## config.mk

```make
export PLATFORM = sky130hd
export DESIGN_NAME = sync_fifo_flags_flat
export DESIGN_NICKNAME = d
export VERILOG_FILES = /design/src/rtl/sync_fifo_flags_if.sv /design/src/rtl/sync_fifo_flags.sv /design/src/flat_wrapper.sv
export SDC_FILE = /design/constraint.sdc
export NUM_CORES = 1
export LEC_CHECK = 0
export ABC_AREA = 1
export ABC_CLOCK_PERIOD_IN_PS = 6600
export CAP_MARGIN = 10
export CELL_PAD_IN_SITES_DETAIL_PLACEMENT = 0
export CELL_PAD_IN_SITES_GLOBAL_PLACEMENT = 1
export CORE_UTILIZATION = 50
export CTS_CLUSTER_SIZE = 30
export DETAILED_ROUTE_END_ITERATION = 10
export GPL_ROUTABILITY_DRIVEN = 0
export GPL_TIMING_DRIVEN = 0
export PLACE_DENSITY_LB_ADDON = 0.1
export SLEW_MARGIN = 5
export SYNTH_ARGS = -nofsm -noshare
export SYNTH_HDL_FRONTEND = slang
export SYNTH_SLANG_ARGS = --single-unit
```

## constraint.sdc

```tcl
create_clock -name clk -period 6.6 [get_ports clk]
set_input_delay 0.99 -clock clk [delete_from_list [all_inputs] [get_ports clk]]
set_output_delay 0.99 -clock clk [all_outputs]
set_load 0.01 [all_outputs]
```

## src/rtl/sync_fifo_flags_if.sv

```systemverilog
// ---------------------------------------------------------------------------
// sync_fifo_flags_if
// Bundles the producer/consumer handshake and status signals of
// sync_fifo_flags so that the FIFO and its users connect through one port.
//
// Parameters:
//   DATA_WIDTH  width of din/dout
//   ADDR_WIDTH  log2 of FIFO depth; count is ADDR_WIDTH+1 bits wide
//
// Signals:
//   wr_en, din          write request and data        (master -> slave)
//   rd_en               read request                  (master -> slave)
//   clr_err             clears overflow/underflow     (master -> slave)
//   dout                read data                     (slave -> master)
//   full, empty         occupancy extremes            (slave -> master)
//   almost_full/_empty  threshold flags               (slave -> master)
//   count               occupancy 0..DEPTH            (slave -> master)
//   overflow/underflow  sticky error flags            (slave -> master)
//
// Modports: master = the user of the FIFO, slave = the FIFO itself.
// ---------------------------------------------------------------------------
interface sync_fifo_flags_if #(
  parameter int DATA_WIDTH = 32,
  parameter int ADDR_WIDTH = 4
);
  logic                  wr_en;
  logic [DATA_WIDTH-1:0] din;
  logic                  rd_en;
  logic                  clr_err;
  logic [DATA_WIDTH-1:0] dout;
  logic                  full;
  logic                  empty;
  logic                  almost_full;
  logic                  almost_empty;
  logic [ADDR_WIDTH:0]   count;
  logic                  overflow;
  logic                  underflow;

  modport master (
    output wr_en, din, rd_en, clr_err,
    input  dout, full, empty, almost_full, almost_empty, count,
           overflow, underflow
  );

  modport slave (
    input  wr_en, din, rd_en, clr_err,
    output dout, full, empty, almost_full, almost_empty, count,
           overflow, underflow
  );
endinterface

```

## src/rtl/sync_fifo_flags.sv

```systemverilog
// ---------------------------------------------------------------------------
// sync_fifo_flags
// Single-clock FIFO with occupancy count, programmable almost-full /
// almost-empty thresholds and sticky overflow/underflow flags.
//
// Ports:
//   clk      single clock, rising edge
//   rst_n    asynchronous active-low reset (memory contents are not reset)
//   fifo_if  sync_fifo_flags_if.slave: wr_en/din, rd_en, clr_err in;
//            dout, full, empty, almost_full, almost_empty, count,
//            overflow, underflow out
//
// Compile-time option:
//   SYNC_FIFO_FWFT_EN  defined   -> first-word-fall-through read port,
//                                   dout = head word while not empty, else 0
//                      undefined -> standard read port, dout registered and
//                                   updated on each accepted read (1 cycle)
// ---------------------------------------------------------------------------
module sync_fifo_flags #(
  parameter int DATA_WIDTH    = 32,
  parameter int ADDR_WIDTH    = 4,
  parameter int AFULL_THRESH  = (1 << ADDR_WIDTH) - 2,
  parameter int AEMPTY_THRESH = 2
) (
  input  logic             clk,
  input  logic             rst_n,
  sync_fifo_flags_if.slave fifo_if
);
  localparam int DEPTH = 1 << ADDR_WIDTH;
  localparam int PW    = ADDR_WIDTH + 1;

  localparam logic [PW-1:0] DEPTH_C  = PW'(DEPTH);
  localparam logic [PW-1:0] AFULL_C  = PW'(AFULL_THRESH);
  localparam logic [PW-1:0] AEMPTY_C = PW'(AEMPTY_THRESH);
  localparam logic [PW-1:0] PTR_ONE  = PW'(1);

  logic [DATA_WIDTH-1:0] mem_q [DEPTH];

  // Pointers carry one extra wrap bit so count = wr - rd distinguishes
  // full (DEPTH) from empty (0) without a separate flag.
  logic [PW-1:0] wr_ptr_q, wr_ptr_d;
  logic [PW-1:0] rd_ptr_q, rd_ptr_d;
  logic          overflow_q, overflow_d;
  logic          underflow_q, underflow_d;

  logic [PW-1:0]         count_w;
  logic                  full_w;
  logic                  empty_w;
  logic                  wr_acc;
  logic                  rd_acc;
  logic [ADDR_WIDTH-1:0] wr_addr;
  logic [ADDR_WIDTH-1:0] rd_addr;

  // Status decodes only from registered pointers, never from inputs.
  assign count_w = wr_ptr_q - rd_ptr_q;
  assign full_w  = (count_w == DEPTH_C);
  assign empty_w = (count_w == '0);

  assign wr_acc  = fifo_if.wr_en && !full_w;
  assign rd_acc  = fifo_if.rd_en && !empty_w;
  assign wr_addr = wr_ptr_q[ADDR_WIDTH-1:0];
  assign rd_addr = rd_ptr_q[ADDR_WIDTH-1:0];

  always_comb begin
    wr_ptr_d    = wr_ptr_q;
    rd_ptr_d    = rd_ptr_q;
    overflow_d  = overflow_q;
    underflow_d = underflow_q;

    if (wr_acc) wr_ptr_d = wr_ptr_q + PTR_ONE;
    if (rd_acc) rd_ptr_d = rd_ptr_q + PTR_ONE;

    // Clear first so a same-cycle error event overrides clr_err.
    if (fifo_if.clr_err) begin
      overflow_d  = 1'b0;
      underflow_d = 1'b0;
    end
    if (fifo_if.wr_en && full_w)  overflow_d  = 1'b1;
    if (fifo_if.rd_en && empty_w) underflow_d = 1'b1;
  end

  always_ff @(posedge clk or negedge rst_n) begin
    if (!rst_n) begin
      wr_ptr_q    <= '0;
      rd_ptr_q    <= '0;
      overflow_q  <= 1'b0;
      underflow_q <= 1'b0;
    end else begin
      wr_ptr_q    <= wr_ptr_d;
      rd_ptr_q    <= rd_ptr_d;
      overflow_q  <= overflow_d;
      underflow_q <= underflow_d;
    end
  end

  // Storage array is deliberately left out of reset so it maps to RAM.
  always_ff @(posedge clk) begin
    if (wr_acc) mem_q[wr_addr] <= fifo_if.din;
  end

`ifdef SYNC_FIFO_FWFT_EN
  // Head word is visible as soon as the pointers say it exists; a pop
  // moves rd_ptr and the next word appears in the same cycle.
  assign fifo_if.dout = empty_w ? '0 : mem_q[rd_addr];
`else
  logic [DATA_WIDTH-1:0] dout_q;

  // Write and read can never hit the same slot in one cycle: a read of the
  // slot being written would require empty, where the read is rejected.
  always_ff @(posedge clk or negedge rst_n) begin
    if (!rst_n) begin
      dout_q <= '0;
    end else if (rd_acc) begin
      dout_q <= mem_q[rd_addr];
    end
  end

  assign fifo_if.dout = dout_q;
`endif

  assign fifo_if.count        = count_w;
  assign fifo_if.full         = full_w;
  assign fifo_if.empty        = empty_w;
  assign fifo_if.almost_full  = (count_w >= AFULL_C);
  assign fifo_if.almost_empty = (count_w <= AEMPTY_C);
  assign fifo_if.overflow     = overflow_q;
  assign fifo_if.underflow    = underflow_q;

endmodule

```

## src/flat_wrapper.sv

```systemverilog
// flat-port wrapper written by rule: the top's interface ports become plain ports
module sync_fifo_flags_flat 
#(
  parameter int DATA_WIDTH    = 32,
  parameter int ADDR_WIDTH    = 4,
  parameter int AFULL_THRESH  = (1 << ADDR_WIDTH) - 2,
  parameter int AEMPTY_THRESH = 2
)
  (clk, rst_n, fifo_if_wr_en, fifo_if_din, fifo_if_rd_en, fifo_if_clr_err, fifo_if_dout, fifo_if_full, fifo_if_empty, fifo_if_almost_full, fifo_if_almost_empty, fifo_if_count, fifo_if_overflow, fifo_if_underflow);
  sync_fifo_flags_if #(.DATA_WIDTH(DATA_WIDTH), .ADDR_WIDTH(ADDR_WIDTH)) fifo_if_i ();
  input  logic clk;
  input  logic rst_n;
  input wire logic [$bits(fifo_if_i.wr_en)-1:0] fifo_if_wr_en;
  input wire logic [$bits(fifo_if_i.din)-1:0] fifo_if_din;
  input wire logic [$bits(fifo_if_i.rd_en)-1:0] fifo_if_rd_en;
  input wire logic [$bits(fifo_if_i.clr_err)-1:0] fifo_if_clr_err;
  output wire logic [$bits(fifo_if_i.dout)-1:0] fifo_if_dout;
  output wire logic [$bits(fifo_if_i.full)-1:0] fifo_if_full;
  output wire logic [$bits(fifo_if_i.empty)-1:0] fifo_if_empty;
  output wire logic [$bits(fifo_if_i.almost_full)-1:0] fifo_if_almost_full;
  output wire logic [$bits(fifo_if_i.almost_empty)-1:0] fifo_if_almost_empty;
  output wire logic [$bits(fifo_if_i.count)-1:0] fifo_if_count;
  output wire logic [$bits(fifo_if_i.overflow)-1:0] fifo_if_overflow;
  output wire logic [$bits(fifo_if_i.underflow)-1:0] fifo_if_underflow;
  assign fifo_if_i.wr_en = fifo_if_wr_en;
  assign fifo_if_i.din = fifo_if_din;
  assign fifo_if_i.rd_en = fifo_if_rd_en;
  assign fifo_if_i.clr_err = fifo_if_clr_err;
  assign fifo_if_dout = fifo_if_i.dout;
  assign fifo_if_full = fifo_if_i.full;
  assign fifo_if_empty = fifo_if_i.empty;
  assign fifo_if_almost_full = fifo_if_i.almost_full;
  assign fifo_if_almost_empty = fifo_if_i.almost_empty;
  assign fifo_if_count = fifo_if_i.count;
  assign fifo_if_overflow = fifo_if_i.overflow;
  assign fifo_if_underflow = fifo_if_i.underflow;
  sync_fifo_flags #(.DATA_WIDTH(DATA_WIDTH), .ADDR_WIDTH(ADDR_WIDTH), .AFULL_THRESH(AFULL_THRESH), .AEMPTY_THRESH(AEMPTY_THRESH)) u_core (.clk(clk), .rst_n(rst_n), .fifo_if(fifo_if_i));
endmodule
```

======== Yosys cells after proc, flatten, opt, wreduce, memory -nomap -nowiden ========
Memory sizes are Yosys's and may differ from the RTL's. A register that Yosys moved wholly into a read port is not among the register bits.
Cells that the tools add are included.
operators by class
  add/sub/neg operators ................... 3
  order comparisons ....................... 2
  equality and inequality tests ........... 1
  muxes and demuxes ....................... 5
  reduce and logical (&&, ||, !) cells .... 10
operator list
  kind                 count
  $add 5x1->5 const B  2
  $eq 5x5->1 const B   1
  $ge 5x4->1 const B   1
  $le 5x2->1 const B   1
  $logic_not 5->1      1
  $mux 1               5
  $sub 5x5->5          1
  $logic_and 1x1->1    4
  $reduce_bool 2->1    2
  $logic_not 1->1      3
word-level totals
  bits in registers ....................... 12
  RAM bits ................................ 512
  input bits .............................. 37
  output and inout port bits .............. 43
  word-level logic and storage cells ...... 26
  memories kept ........................... 1
memory list
  memory        depth  bits a word  read ports  clocked after Yosys merged registers in  write ports  line                   source
  u_core.mem_q  16     32           1           1                                        1            sync_fifo_flags.sv:37  logic [DATA_WIDTH-1:0] mem_q [DEPTH];

======== Logic depth before layout (Yosys ltp) ========
  depth in word-level cells ............... 6
  mapped depth ............................ 15

======== Least setup slack after synthesis ========
No wires, ideal clock.
  path type ............................... register to register
  start point ............................. reg u_core.rd_ptr_q[1]
  end point ............................... mem u_core.mem_q[11][0] (enable)
  setup time .............................. 0.421 ns
  arrival time ............................ 3.422 ns
  data required time ...................... 6.179 ns
  setup slack ............................. 2.757 ns
  stages on the path, launching flop included .. 14
  buffers on the path ..................... 4
  cell sequence ........................... dfrtp_1 > buf_2 > inv_1 > buf_2 > buf_2 > fa_1 > nand3_1 > nand3_1 > nand2_2 > inv_2 > nand3_2 > nand2_2 > buf_4 > nor2_1
between the ends
  longest elaborated chain between the ends .. 6
RTL lines
  what                          line                   source
  from (decl)                   sync_fifo_flags.sv:42  logic [PW-1:0] rd_ptr_q, rd_ptr_d;
  from (signal assigned)        sync_fifo_flags.sv:90  rd_ptr_q <= rd_ptr_d;
  $sub 5x5->5                   sync_fifo_flags.sv:55  assign count_w = wr_ptr_q - rd_ptr_q;
  named net fifo_if_count[4]    flat_wrapper.sv:22     output wire logic [$bits(fifo_if_i.count)-1:0] fifo_if_count;
  $eq 5x5->1                    sync_fifo_flags.sv:56  assign full_w = (count_w == DEPTH_C);
  $logic_not 1->1               sync_fifo_flags.sv:59  assign wr_acc = fifo_if.wr_en && !full_w;
  $logic_and 1x1->1             sync_fifo_flags.sv:59
  $mux 1                        sync_fifo_flags.sv:98  if (wr_acc) mem_q[wr_addr] <= fifo_if.din;
  $mux 1 (not written as such)  sync_fifo_flags.sv:98
  to (decl)                     sync_fifo_flags.sv:37
The timed path passes the listed nets, and every way through them passes these cells.

======== Worst setup path in the final report ========
  start point ............................. reg u_core.rd_ptr_q[3]
  end point ............................... out fifo_if_empty
between the ends
  longest elaborated chain between the ends .. 2
RTL lines
  what             line                   source
  $sub 5x5->5      sync_fifo_flags.sv:55
  $logic_not 5->1  sync_fifo_flags.sv:57  assign empty_w = (count_w == '0);
  to (decl)        flat_wrapper.sv:19     output wire logic [$bits(fifo_if_i.empty)-1:0] fifo_if_empty;
Every way passes these cells.

==> impl_metrics.json <==
{
  "netlist_top_cells_count": "785 x nand2_1, 512 x edfxtp_1, 436 x nand3_1",
  "drtPass1Iterations": 5,
  "fmaxAchievable_mhz": 192,
  "die_area_sq_um": 49100,
  "cp_data_required_time_ns": 5.61,
  "status": "finished clean",
  "synthFlopType": "edfxtp_1",
  "pin_count": 80,
  "dr_wl_met3_microns": 5790,
  "fin_nets": 2559,
  "ir_worst_vdd_uv": 277,
  "yosys.area_share.adder": 0.00550,
  "drt_iter0_drc": 1749,
  "cts_root_buf": "clkbuf_16",
  "wl_microns": 71900,
  "synth_top_family_by_area": "simple AND/OR/NAND/NOR gates",
  "clk_latency_ns": 0.62,
  "overflow": 0,
  "clock-sinks": 556,
  "synth_xor_area_frac": 0.00285,
  "drive_above_1_share": 0.0813,
  "grt_antenna_before_repair": 0,
  "worst_setup_path_start_kind": "register",
  "slew_headroom": 0.235,
  "cp-end-kind": "output port",
  "port_buffers": 79,
  "synth-seq-cells": 556,
  "hold_class": "in2async",
  "maxCapViolations": 0,
  "wl_met2_microns": 33400,
  "cts.path.max_buffers": 3,
  "insertedDiodeCount": 0,
  "die_y_microns": 222,
  "yosysWarnings": 0,
  "grt_pass1_vias": 16217,
  "min_period_ns": 5.21,
  "worst_slew_pin_slew_ns": 1.15,
  "grt.total_usage": 0.299,
  "routedLengthMet1_microns": 30100,
  "synth_compound_area_frac": 0.00135,
  "syn2layout_area_growth_pct": 15.8,
  "synth_top_cell_by_area": "edfxtp_1",
  "synth_edf_count": 512,
  "path_max_fanout": 10,
  "routed_via_density": 5.35,
  "synth_top_cell_area_share": 0.637,
  "grt_start_max_net_pins": 45,
  "vias": 16973,
  "fp.dieW_microns": 222,
  "setup_viol_count_final": 0,
  "clock_skew_ns": 0.0151,
  "finalCritPeriodShare": 0.789,
  "dpl.hpwl_microns": 46500,
  "dpl_worst_slack_ns": 2.01,
  "crit_start": "u_core.rd_ptr_q[3]$_DFFE_PN0P_",
  "syn_area_sq_um": 24100,
  "drc_errors": 0,
  "grt_pass1_wl_microns": 105000,
  "synth_cell_types": 25,
  "fin_ws_ns": 1.39,
  "arrival_ns": 4.22,
  "design_area_sq_um": 27900,
  "tritoncts": "yes",
  "syn-instance-count": 2358,
  "synthMuxAreaShare": 0,
  "cts_buffers": 57,
  "seq_area_frac_synth": 0.683,
  "synth.area.top_cells": "edfxtp_1 64%, nand2_1 12%, nand3_1 9.0%",
  "ant_nets": 0,
  "power_density_nw_per_um2": 445,
  "maxSlewViolCount": 0,
  "holdWs_ns": 0.460,
  "async_flop_share": 0.0791,
  "rows": 80,
  "post_drt_wl_per_cell_microns": 22.7,
  "p_total_mw": 12.4,
  "core-area_sq_um": 47600,
  "regToRegStartpoint": "u_core.rd_ptr_q[3]$_DFFE_PN0P_",
  "rsz0062_at_grt": "no",
  "r2r.worst_path.cells": 13,
  "postSynthAreaPerCell_sq_um": 10.2,
  "cts_setup_buffers": 0,
  "cts_hold_buf": 0,
  "synth_nets": 2405,
  "yosysMostFrequentCell": "nand2_1",
  "start_util": 0.506,
  "clk_pin_slew_worst_paths_ns": 0.06,
  "post_cts_resized": 0,
  "crit_type": "reg2out",
  "synth-simple-area-share": 0.218,
  "hold_violations": 0,
  "leakage_nw": 12.1,
  "highest_layer": "met4",
  "dpl_cell_area_sq_um": 26200,
  "htree_num_levels": 2
}
[cell families (layout without fill, tap and decap cells)]
logic type,count (synthesis),in the layout
and+or+nand+nor,1248,1248
DFF,556,556
AOI/OAI and AO/OA,6,6
adders and majority gates,10,10
xor gates and xnor gates,7,7
buffers and inverters,531,733
[layout make-up]
type | instances | area, sq um
fill | 3982 | 19700
sequential | 556 | 16500
multi-input combinational | 1271 | 5620
clock buffer | 86 | 1640
inverter | 409 | 1540
timing repair buffer | 95 | 1160
tap | 615 | 769
buffer | 122 | 614
clock inverter | 21 | 125
[critical path: stages, from the launching register on]
cell and delay, ns:
dfrtp_1 0.35, buf_2 0.19, clkinv_1 0.23, clkbuf_1 0.72
ha_1 0.42, a21oi_1 0.20, nand3_1 0.11, nand2_2 0.13
nand4_4 0.24, buf_6 0.25, buf_6 0.16, inv_1 0.07
clkdlybuf4s50_1 0.52
[registers in the layout (all words and copies together) (netlist names)]
name and flops:
u_core.wr_ptr_q 5, u_core.fifo_if.underflow 1, u_core.fifo_if.dout 32, u_core.fifo_if.overflow 1, u_core.rd_ptr_q 5, u_core.mem_q 512
[routing by layer]
layer	global-route usage	up-vias
li1	-	7917
met1	0.421	8140
met2	0.472	754
met3	0.0346	162
met4	0.127	0
met5	0	-
[through the flow]
stage,util,TNS (ns),cells
3_3_place_gp,0.539,-1.00,3052
6_report,0.586,0,3175
3_5_place_dp,0.549,0,3068
4_1_cts,0.586,0,3175
2_1_floorplan,-,0,2358
5_1_grt,0.586,0,3175
[path summary, 6_finish.rpt]
path / slack, ns / end
max: 1.39 / fifo_if_empty
min: 0.46 / u_core.fifo_if.overflow$_DFFE_PN0P_
max reg2reg: 2.46 / u_core.mem_q[15][14]$_DFFE_PP_
min reg2reg: 0.47 / u_core.fifo_if.dout[31]$_DFFE_PN0P_
max in group asynchronous: 5.63 / u_core.fifo_if.dout[6]$_DFFE_PN0P_
min in group clk: 0.47 / u_core.fifo_if.dout[31]$_DFFE_PN0P_
[cells in the final DEF, fill, tap and decap left out, types with 11 or more instances in the layout]
cell type	count
nor2_4	16
edfxtp_1	512
clkinv_1	12
clkbuf_16	59
clkdlybuf4s50_1	78
clkbuf_1	44
dfrtp_1	44
nand2_1	785
nand3_1	436
inv_1	405
buf_2	77
buf_4	11
[power by group]
part	leakage (nW)	internal, mW	switching, mW	total (mW)
Combinational	6.04	1.51	3.44	4.95
Clock	0.855	1.74	1.33	3.07
Sequential	5.17	4.29	0.137	4.43
No activity file was read; power rests on OpenSTA's default activity.
